$ cat config.mk
export PLATFORM = sky130hd
export DESIGN_NAME = instr_sequencer
export DESIGN_NICKNAME = d
export VERILOG_FILES = /design/src/rtl/instr_sequencer.sv
export SDC_FILE = /design/constraint.sdc
export NUM_CORES = 1
export LEC_CHECK = 0
export ABC_CLOCK_PERIOD_IN_PS = 2900
export CAP_MARGIN = 20
export CORE_MARGIN = 3
export CORE_UTILIZATION = 43
export DETAILED_ROUTE_END_ITERATION = 12
export GPL_TIMING_DRIVEN = 1
export SYNTH_ARGS = -nofsm -noshare
export SYNTH_HDL_FRONTEND = slang
export SYNTH_SLANG_ARGS = --single-unit
$ cat constraint.sdc
create_clock -name clk -period 2.9 [get_ports clk]
set_clock_uncertainty 0.1 [all_clocks]
set_input_delay 0.435 -clock clk [delete_from_list [all_inputs] [get_ports clk]]
set_output_delay 0.435 -clock clk [all_outputs]
set_load 0.02 [all_outputs]
$ cat src/rtl/instr_sequencer.sv
// Program store and sequencer: steps a host-loaded program and broadcasts
// core opcodes, handling jump / counted loop / end internally.
module instr_sequencer #(
    parameter int PROG_DEPTH = 32,
    parameter int ADDR_WIDTH = 5
) (
    input  logic                  clk,
    input  logic                  reset,
    input  logic                  prog_we,
    input  logic [ADDR_WIDTH-1:0] prog_addr,
    input  logic [15:0]           prog_data,
    input  logic                  start,
    input  logic                  hold,
    output logic [15:0]           opcode,
    output logic                  execute,
    output logic                  busy,
    output logic                  done,
    output logic [ADDR_WIDTH-1:0] pc
);

    typedef enum logic {
        IDLE,
        RUN
    } state_t;

    state_t                state;
    logic [15:0]           mem [PROG_DEPTH];
    logic [15:0]           instr;
    logic [7:0]            loop_cnt;
    logic [ADDR_WIDTH-1:0] pc_next;
    logic [ADDR_WIDTH-1:0] tgt;
    logic                  is_ctrl;

    assign instr   = mem[pc];
    assign pc_next = pc + 1'b1;
    assign tgt     = instr[ADDR_WIDTH-1:0];
    assign is_ctrl = (instr[15:14] == 2'b10);

    // Program words survive reset; only an idle sequencer accepts writes.
    always_ff @(posedge clk) begin
        if (prog_we && state == IDLE)
            mem[prog_addr] <= prog_data;
    end

    always_ff @(posedge clk) begin
        if (reset) begin
            state    <= IDLE;
            pc       <= '0;
            opcode   <= '0;
            execute  <= 1'b0;
            busy     <= 1'b0;
            done     <= 1'b0;
            loop_cnt <= '0;
        end else begin
            done <= 1'b0;
            unique case (state)
                IDLE: begin
                    execute <= 1'b0;
                    if (start) begin
                        state <= RUN;
                        busy  <= 1'b1;
                        pc    <= '0;
                    end
                end
                RUN: begin
                    if (hold) begin
                        execute <= 1'b0;
                    end else if (!is_ctrl) begin
                        opcode  <= instr;
                        execute <= 1'b1;
                        pc      <= pc_next;
                    end else begin
                        // Control words are a bubble; opcode keeps its value.
                        execute <= 1'b0;
                        unique case (instr[13:12])
                            2'b00: pc <= tgt;
                            2'b01: begin
                                loop_cnt <= instr[7:0];
                                pc       <= pc_next;
                            end
                            2'b10: begin
                                if (loop_cnt != 8'd0) begin
                                    loop_cnt <= loop_cnt - 8'd1;
                                    pc       <= tgt;
                                end else begin
                                    pc <= pc_next;
                                end
                            end
                            2'b11: begin
                                state <= IDLE;
                                busy  <= 1'b0;
                                done  <= 1'b1;
                                pc    <= '0;
                            end
                        endcase
                    end
                end
            endcase
        end
    end

endmodule

# Word-level counts from Yosys, hierarchy flattened

Memories as Yosys holds them, arrays and structs flattened. A register that Yosys moved wholly into a read port is not among the register bits.
Cells that the tools add are included.

$add $sub $neg: 2
Multipliers: 0
Div/mod/pow operators: 0
$lt $le $gt $ge: 0
Equal/unequal tests: 9
Shift-type cells: 0
Mux-type cells: 26
Bitwise operators: 3
Reduce and logical (&&, ||, !) cells: 9

Operators with widths:

| operator                                            | number |
|---|---|
| 2-to-1 mux 5 bit                                    | 6 |
| case mux 5 bit (4 select lines)                     | 1 |
| case mux 8 bit (2 select lines)                     | 1 |
| 2-to-1 mux 1 bit                                    | 13 |
| case mux 5 bit (2 select lines)                     | 1 |
| 2-to-1 mux 8 bit                                    | 1 |
| nonzero test 8 bit                                  | 1 |
| subtractor 8 x 1 -> 8 bit, second input constant    | 1 |
| equality test 2 bit, second input constant          | 3 |
| != test 2 bit, second input constant                | 3 |
| case mux 1 bit (2 select lines)                     | 3 |
| adder 5 x 1 -> 5 bit, second input constant         | 1 |
| AND reduction 5 bit                                 | 1 |
| != test 2 x 1 -> 1 bit, second input constant       | 2 |
| AND reduction 4 bit                                 | 1 |
| OR reduction 4 bit                                  | 1 |
| NOT 1 bit                                           | 3 |
| AND reduction 3 bit                                 | 1 |
| equality test 2 x 1 -> 1 bit, second input constant | 1 |
| zero test 2 bit                                     | 1 |
| AND reduction 2 bit                                 | 1 |
| nonzero test 2 bit                                  | 1 |
| logical AND 1 bit                                   | 1 |

Register bits: 33
Bits in latches: 0
Bits in writable memories: 512
Memory bits (read-only): 0
Input port bits: 26
Output and inout bits: 24
Logic and storage cells: 57
Memories kept: 1

Memory list:

| memory | words | width | read ports | clocked after Yosys merged registers in | wr ports | RTL line | source |
|---|---|---|---|---|---|---|---|
| mem    | 32    | 16    | 1          | 1                                       | 1        | 27       | `logic [15:0] mem [PROG_DEPTH];` |

# Depth between registers and ports, before layout

Gate-level depths: netlist (run 1).

Depth in word-level cells: 8
Depth in mapped cells: 11
Gate-level depth less buffers: 9

# Worst setup path after synthesis (run 1)

OpenSTA, ideal clock, no wires.

Path type: flip-flop to flip-flop
From: register (tool-made name)
To: register loop_cnt[7]
Setup time: 0.133 ns
Arrival time: 2.670 ns
Data required time: 2.667 ns
Path slack: -0.003 ns
Cell stages (with the launch flop): 11
Buffers on the path: 3
Period minus slack after synthesis: 2.903 ns
Path through: dfxtp_1 clkbuf_1 buf_1 mux4_2 mux4_2 mux2_2 nor3_1 o211ai_2 buf_6 a21oi_1 o32ai_2

RTL lines:

| item                 | RTL line | source |
|---|---|---|
| to (signal assigned) | 78       | `loop_cnt <= instr[7:0];` |
| to (signal assigned) | 83       | `loop_cnt <= loop_cnt - 8'd1;` |
| to (decl)            | 29       | `logic [7:0] loop_cnt;` |

==> results list, run 1 <==
* Run status: finished with violations
- The final reports fail on setup timing.
- After clock tree synthesis, the clock-pin slew on the worst setup and hold paths is 0.06 ns.
* Global route overflow: 0
- Setup Slack @ Placement: -0.183 ns
* Height of the chip: 229 um
- Counting flops with a built-in enable in the synthesized netlist gives 512.
* WL/cell: 26.4 um
- Kind of start point of the critical path: flop
- Maximum clock insertion buffer count: 3
- #FFs+latches synth: 550
- From synthesis to final layout, the design area changed by 21.0%.
* Placed wire-length estimate: 31.6 mm
* Number of antenna diodes: 0
- Across all setup checks in the final design, the least slack found is -0.0727 ns.
- Width of the die: 229 um
- Iteration-0 DRC Markers: 1006
* Clk sinks: 550
* Global-route wire length before repair: 72.8 mm
- After filler insertion, the fill cell instance count of the layout stands at 3756.
- The first TritonRoute pass finished after 5 iterations.
* Post-Syn Nets: 1021
- Leaving out filler cells and counting taps, the final layout contains 1900.
* Distinct cells, synth: 50
- The number of antenna violations at the first check in global routing is 1.
- For this run, the number of Yosys warnings is 0.
* Ys flop type: edfxtp_1
- Post-synth ARST share: 0%
- Cells taking the most area after synthesis: edfxtp_1, mux4_2, dfxtp_1
- Data on the critical path arrives at its endpoint at 3.39 ns.
* Number of failing hold endpoints at the final stage: 0
- Fin crit share: 103%
- Num rows: 81
- Pin count of the biggest net entering global routing: 40
- In this run switching power makes up 19.9% of total power.
- Using the TritonRoute via totals, the vias-per-cell ratio works out to 5.61.
- Syn Inst Count: 993
- The post-route netlist has 35.4% of its cells at a drive strength greater than 1.
* Worst hold-check path type: reg2reg
- Total power for the finished layout comes to 16.3 mW.
- Dividing the synthesized area by the synthesized cell count gives 21.5 um^2.
- Global-route usage over all layers: 19.1%
- On the critical path, the stage with the largest delay is an instance of mux4_2.
- Library cell with the largest summed area after synthesis: edfxtp_1
* Power density of the placed cells: 632 mW/mm^2
* Switching pwr: 3.24 mW
- After detailed routing, the number of remaining DRC violations is 0.
* Relative contribution of sequential cells to total power: 53.7%
- In this run the static leakage power is 8.10 nW.
- Largest incremental delay on the critical path: 0.50 ns
- The number of global-route vias before repair was 10800.
- Sum of buffers and inverters on the critical path: 5
- Worst-path maximum fanout: 8
- Worst skew pair latency: 0.60 ns
* Clock buffer count from CTS: 54
* Max-cap check violation count: 0
* Final Max Slew Viols: 0
- Ports: 50
- Setup repair after global routing could not meet its margin everywhere.
- Total Routed Length: 50.1 mm
- Measured against its own limit, the worst slew margin works out to 32.7%.
* Mapped cell area: 0.0213 mm^2
- CTS root buffer: clkbuf_16
* DRT antenna net count: 0
* Crit path capture type: flop
- Crit path kind: reg2reg
* Least-Margin Pin Slew: 1.01 ns
- Total instance count after detailed placement: 1790
- End-of-flow core utilization: 52.7%
- Buffers on Ports: 49
* Clock power frac: 41.8%
* Int Pwr: 13.1 mW
- The share of synthesized area in the top cell type comes to 72.0%.
- Final Setup Violations: 14
- STA puts the critical path data required time at 3.32 ns.
- Of the synthesized area, sequential elements account for 75.6%.
- CTS HTree Levels: 2
- Clock tree from TritonCTS: done
- Timing would allow up to 0.336 GHz.
- Walking the worst path, the cells encountered are buf_12 -> buf_6 -> mux4_2 -> mux4_2 -> buf_6 -> mux2i_4 -> nor3_4 -> o211ai_2 -> buf_6 -> buf_12 -> o21ai_0 -> a21oi_1.
* Full die area: 0.0523 mm^2
* Total via count after detailed routing: 10700
* Largest voltage drop on the vdd net: 0.440 mV
- Portion of total power attributed to combinational logic: 4.5%
- Among cell families on the critical path, the largest total delay comes from multiplexers.
* Net total in the final layout: 1226
- Starting Density: 43.6%
- Counting stages on the worst path, the most repeated cell is buf_6.
* Time the final worst path needs with I/O delays and setup: 2.97 ns
- RePlAce Congestion: 0.820
- Core Footprint: 0.0490 mm^2
[final timing paths]
| check | startpoint | end | slack, ns | cells after the start |
|---|---|---|---|---|
| min | opcode[14] | opcode[14] | 0.36 | 2 |
| min reg2reg | opcode[14] | opcode[14] | 0.36 | 2 |
| max | flop | loop_cnt[2] | -0.07 | 12 |
| max reg2reg | flop | loop_cnt[2] | -0.07 | 12 |
[stage by stage]
step,TNS [ns],hold slack [ns],instance area (um^2)
3_5_place_dp,-1.14,0.359,23700
6_report,-0.573,0.360,25800
3_3_place_gp,-0.227,0.347,23700
2_1_floorplan,0,0.352,21300
4_1_cts,-0.213,0.330,25500
5_1_grt,-3.05,0.388,25800
[placed cells by master (no fill, tap or decap), types with 11 or more instances in the layout]
cell type and instances:
a21oi_1 11, buf_12 17, buf_4 118, clkbuf_1 17
clkbuf_16 59, clkdlybuf4s50_1 49, clkinv_1 11, dfxtp_1 34
edfxtp_1 512, mux2i_1 32, mux4_2 150, nand2_1 12
nor2_1 31, nor2_2 36
[cells in the mapped netlist, types with 2 or more instances]
cell / count
a211oi_1: 8
a21oi_1: 14
a22oi_1: 8
buf_1: 8
buf_2: 16
buf_4: 3
buf_6: 5
clkbuf_1: 18
dfxtp_1: 38
edfxtp_1: 512
ha_1: 2
inv_1: 5
mux2_2: 6
mux2i_1: 32
mux2i_4: 2
mux4_2: 150
nand2_1: 14
nand2b_1: 9
nand3_1: 7
nand3b_1: 3
nand4_1: 4
nand4b_1: 2
nor2_1: 67
nor2_2: 3
nor2b_1: 5
nor3_1: 10
o211ai_2: 2
o21a_1: 5
o21ai_0: 6
o32ai_1: 2
o32ai_2: 2
or2_0: 2
or3_1: 5
or3b_2: 2
[layer usage]
layer / GRT usage (%) / routed length [um] / vias up / part of all wire [%]
met5: 0 / 12 / - / 0.024
met4: 6.12 / 1420 / 2 / 2.8
met3: 3.35 / 3460 / 86 / 6.9
met2: 29.5 / 23600 / 369 / 47
met1: 28.0 / 21600 / 5649 / 43
li1: - / - / 4562 / -
[logic make-up (layout without fill, tap and decap cells)]
group | Yosys count | after routing | share of synthesized area, %
xor+xnor | 2 | 2 | 0.0821
simple gates | 139 | 139 | 3.11
compound gates | 55 | 55 | 1.93
flops | 550 | 550 | 75.6
fa+ha+maj | 2 | 2 | 0.117
buf+inv | 55 | 298 | 1.29
mux | 190 | 190 | 17.9
[final cells by class]
type | count | area [um^2] | share of cell area (%)
Inverter | 5 | 18.8 | 0.0727
Sequential cell | 550 | 16100 | 62.6
Multi-Input combinational cell | 388 | 5130 | 19.9
Timing Repair Buffer | 199 | 1980 | 7.65
Tap cell | 664 | 831 | 3.22
Clock inverter | 22 | 272 | 1.05
Clock buffer | 72 | 1440 | 5.58
[flip-flops by register name (all words and copies together), names as in the netlist, named ones only]
name	count
mem	512
opcode	16
loop_cnt	8
pc	5
busy	1
done	1
execute	1
state	1
[worst register-to-register path: cells and delay by family (launching register included)]
family                 cells  cell delay, ns
and+or+nand+nor            1            0.07
buffers and inverters      5            0.66
AOI/OAI and AO/OA          3            0.42
DFF                        1            0.45
muxes                      3            1.20
[power groups by stage]
| stage | registers, mW | clock network [mW] | logic (mW) |
|---|---|---|---|
| 3_5_place_dp | 8.91 | 0 | 0.692 |
| 2_1_floorplan | 8.92 | 0 | 0.339 |
| 4_1_cts | 8.75 | 6.96 | 0.698 |
| 5_1_grt | 8.75 | 7.28 | 0.788 |
| 3_3_place_gp | 8.91 | 0 | 0.679 |
| 6_report | 8.75 | 6.82 | 0.734 |
[what timing repair did]
action	in CTS	in global routing
buffers inserted	0	12
resized for setup	9	34
endpoints found under the setup margin	21	31
hold buffers	0	0
pin swaps	0	19
gates cloned	0	4
(Power assumes the default switching activity.)
==> run 2, diff against run 1 <==
ABC_CLOCK_PERIOD_IN_PS = 2600   (was 2900)
HOLD_SLACK_MARGIN = 0.03   (was not set)
clock period = 2.6 ns   (was 2.9 ns; I/O delays follow)
==> results list, run 2 (synthesis gave the netlist of run 1 again) <==
- The number of antenna violations at the first check in global routing is 2.
- The floorplan step set the die height to 229 um.
- STA classifies the critical path startpoint as a flop.
- Global-route wire length before repair: 73.6 mm
- The worst setup path is captured at a flop.
- Cell type with the highest occurrence count on the critical path: buf_12
- Final setup margin: -0.371 ns
* Power density of the placed cells: 704 mW/mm^2
- Setup Slack @ Placement: -0.405 ns
* Most frequent cells in the layout: edfxtp_1, mux4_2, buf_4, clkbuf_16, clkdlybuf4s50_1
* Worst skew pair latency: 0.59 ns
- 50 I/O pins were placed.
- Placed wire-length estimate: 31.1 mm
- After detailed placement, the total cell area comes to 0.0242 mm^2.
- Among all stages on the critical path, the largest delay is contributed by mux4_2.
- Clk sinks: 550
- Counting both buffers and inverters, the worst setup path holds a total of 3.
* Pin count of the biggest net entering global routing: 41
- Adding up every negative setup slack in the final design gives -10.47 ns.
- Unrepaired setup endpoints after global routing: yes
- The H-tree was split into 2 levels.
- In the final layout, the share of cells above drive strength 1 is 37.9%.
- The number of endpoints with negative hold slack in the final report was 0.
- The number of global-route vias before repair was 10900.
* Largest register by flop count: mem
- The routed design has 49.3 mm of wire.
* Clock tree from TritonCTS: done
- Port buffering added 49 buffers.
- Largest voltage drop on the vdd net: 0.444 mV
* Net total in the final layout: 1253
- Largest incremental delay on the critical path: 0.52 ns
- By startpoint and endpoint, the worst setup path is classified as reg2reg.
* Worst-path maximum fanout: 10
- Clock-pin slew was measured on the worst setup and hold paths at 0.06 ns.
* Worst hold-check path type: in2reg
- The detailed router placed 10700 vias in this run.
* Global route overflow: 0
- The analysis attributes to cell leakage a power of 8.32 nW.
- After routing the design area is 0.0263 mm^2.
* Data arrival time at the worst-slack endpoint: 3.40 ns
- Total DRC errors in the routed layout: 0
- Final Setup Violations: 35
* Vias per Instance: 5.53
* Clock buffer count from CTS: 55
- For this run, the total global-route usage over all layers was measured as 19.2%.
- Total power for the finished layout comes to 18.5 mW.
- Starting Density: 43.6%
- Num rows: 81
* Least-Margin Pin Slew: 0.697 ns
* RePlAce Congestion: 0.810
- Pre-Repair DR Iteration Count: 5
- Static timing analysis puts the maximum clock frequency at 0.337 GHz.
- The largest registers in the layout are mem (512), opcode (16), loop_cnt (8).
- The detail route stage leaves a number of antenna-violating nets equal to 0.
* Max-cap check violation count: 0
* Fin crit share: 114%
- The core region is 0.0490 mm^2.
- The floorplan step defined a die boundary enclosing 0.0523 mm^2.
* CP Cell Sequence: buf_12 -> buf_12 -> mux4_2 -> mux4_2 -> mux2_4 -> nor2_4 -> buf_12 -> a31oi_1 -> or3_1 -> nand4_1
- Maximum clock insertion buffer count: 3
- The number of slew-limit violations in the final report came to 0.
- The detailed router finished its first iteration with 944 violations.
- Number of antenna diodes: 0
* Delay-heaviest family, CP: multiplexers
- The area growth from synthesis to layout is 23.1%.
* Failing checks: setup timing
- Time the final worst path needs with I/O delays and setup: 2.97 ns
- The flow ran to the end, but the final reports show violations.
- At the worst endpoint, the required time is 3.03 ns.
- The tree is rooted in a clkbuf_16.
- Commonest non-fill, non-tap cell in the layout: edfxtp_1
- Dividing the detail-routed wire length by the instance count gives 25.5 um.
* Max reg flops: 512
- Width of the die: 229 um
* Max-slew headroom: 53.2%
-- run 2: cell count changes in the layout (fill, tap and decap cells not counted), sizes merged --
cell	change
clkinv	+3
inv	+1
buf	+29
bufinv	+1
clkbuf	-2
-- run 2: path summary, 6_finish.rpt --
path                            cells past startpoint          to  startpoint  slack [ns]
worst max-delay path                               10        flop        flop       -0.37
worst min-delay path                                3       state       start        0.31
worst min register to register                      2  opcode[14]  opcode[14]        0.36
worst max register to register                     10        flop        flop       -0.37
-- run 2: layout make-up --
class | instances | area [um^2]
clock buffers | 73 | 1490
clock inverters | 27 | 319
fillers | 3747 | 22700
inverters | 5 | 18.8
multi-input cells | 388 | 5180
flip-flops and latches | 550 | 16100
well taps | 664 | 831
repair buffers | 225 | 2290
-- run 2: repair_timing --
item                       in CTS  in global routing
gates cloned                    0                  2
setup endpoints to repair      35                 36
gates resized for setup        11                 14
pin swaps                       1                  8
hold buffers                    0                  0
buffers inserted                7                  6
-- run 2: per-layer routing --
layer  global-route usage (%)  vias to the layer above  share of wire, %
li1                         -                     4621                 -
met1                     26.9                     5582                42
met2                     30.4                      379                48
met3                     4.79                       93               7.4
met4                     5.18                        4               2.5
met5                        0                        -             0.055
-- run 2: report_power, final --
part | switching (mW) | internal [mW]
logic | 0.443 | 0.395
registers | 0.0288 | 9.73
clock network | 3.20 | 4.71
-- run 2: through the flow --
stage	hold WS, ns	utilization [%]	cells
final	0.314	53.7	1932
after CTS	0.272	53.4	1924
after global placement	0.347	49.4	1817
after global routing	0.315	53.7	1932
after floorplan	0.354	-	993
after detailed placement	0.351	49.4	1817
-- run 2: worst reg2reg max path: stages, from the launching register on --
cell and delay [ns]:
dfxtp_4 0.41, buf_12 0.14, buf_12 0.11, mux4_2 0.49
mux4_2 0.52, mux2_4 0.31, nor2_4 0.18, buf_12 0.15
a31oi_1 0.09, or3_1 0.32, nand4_1 0.09
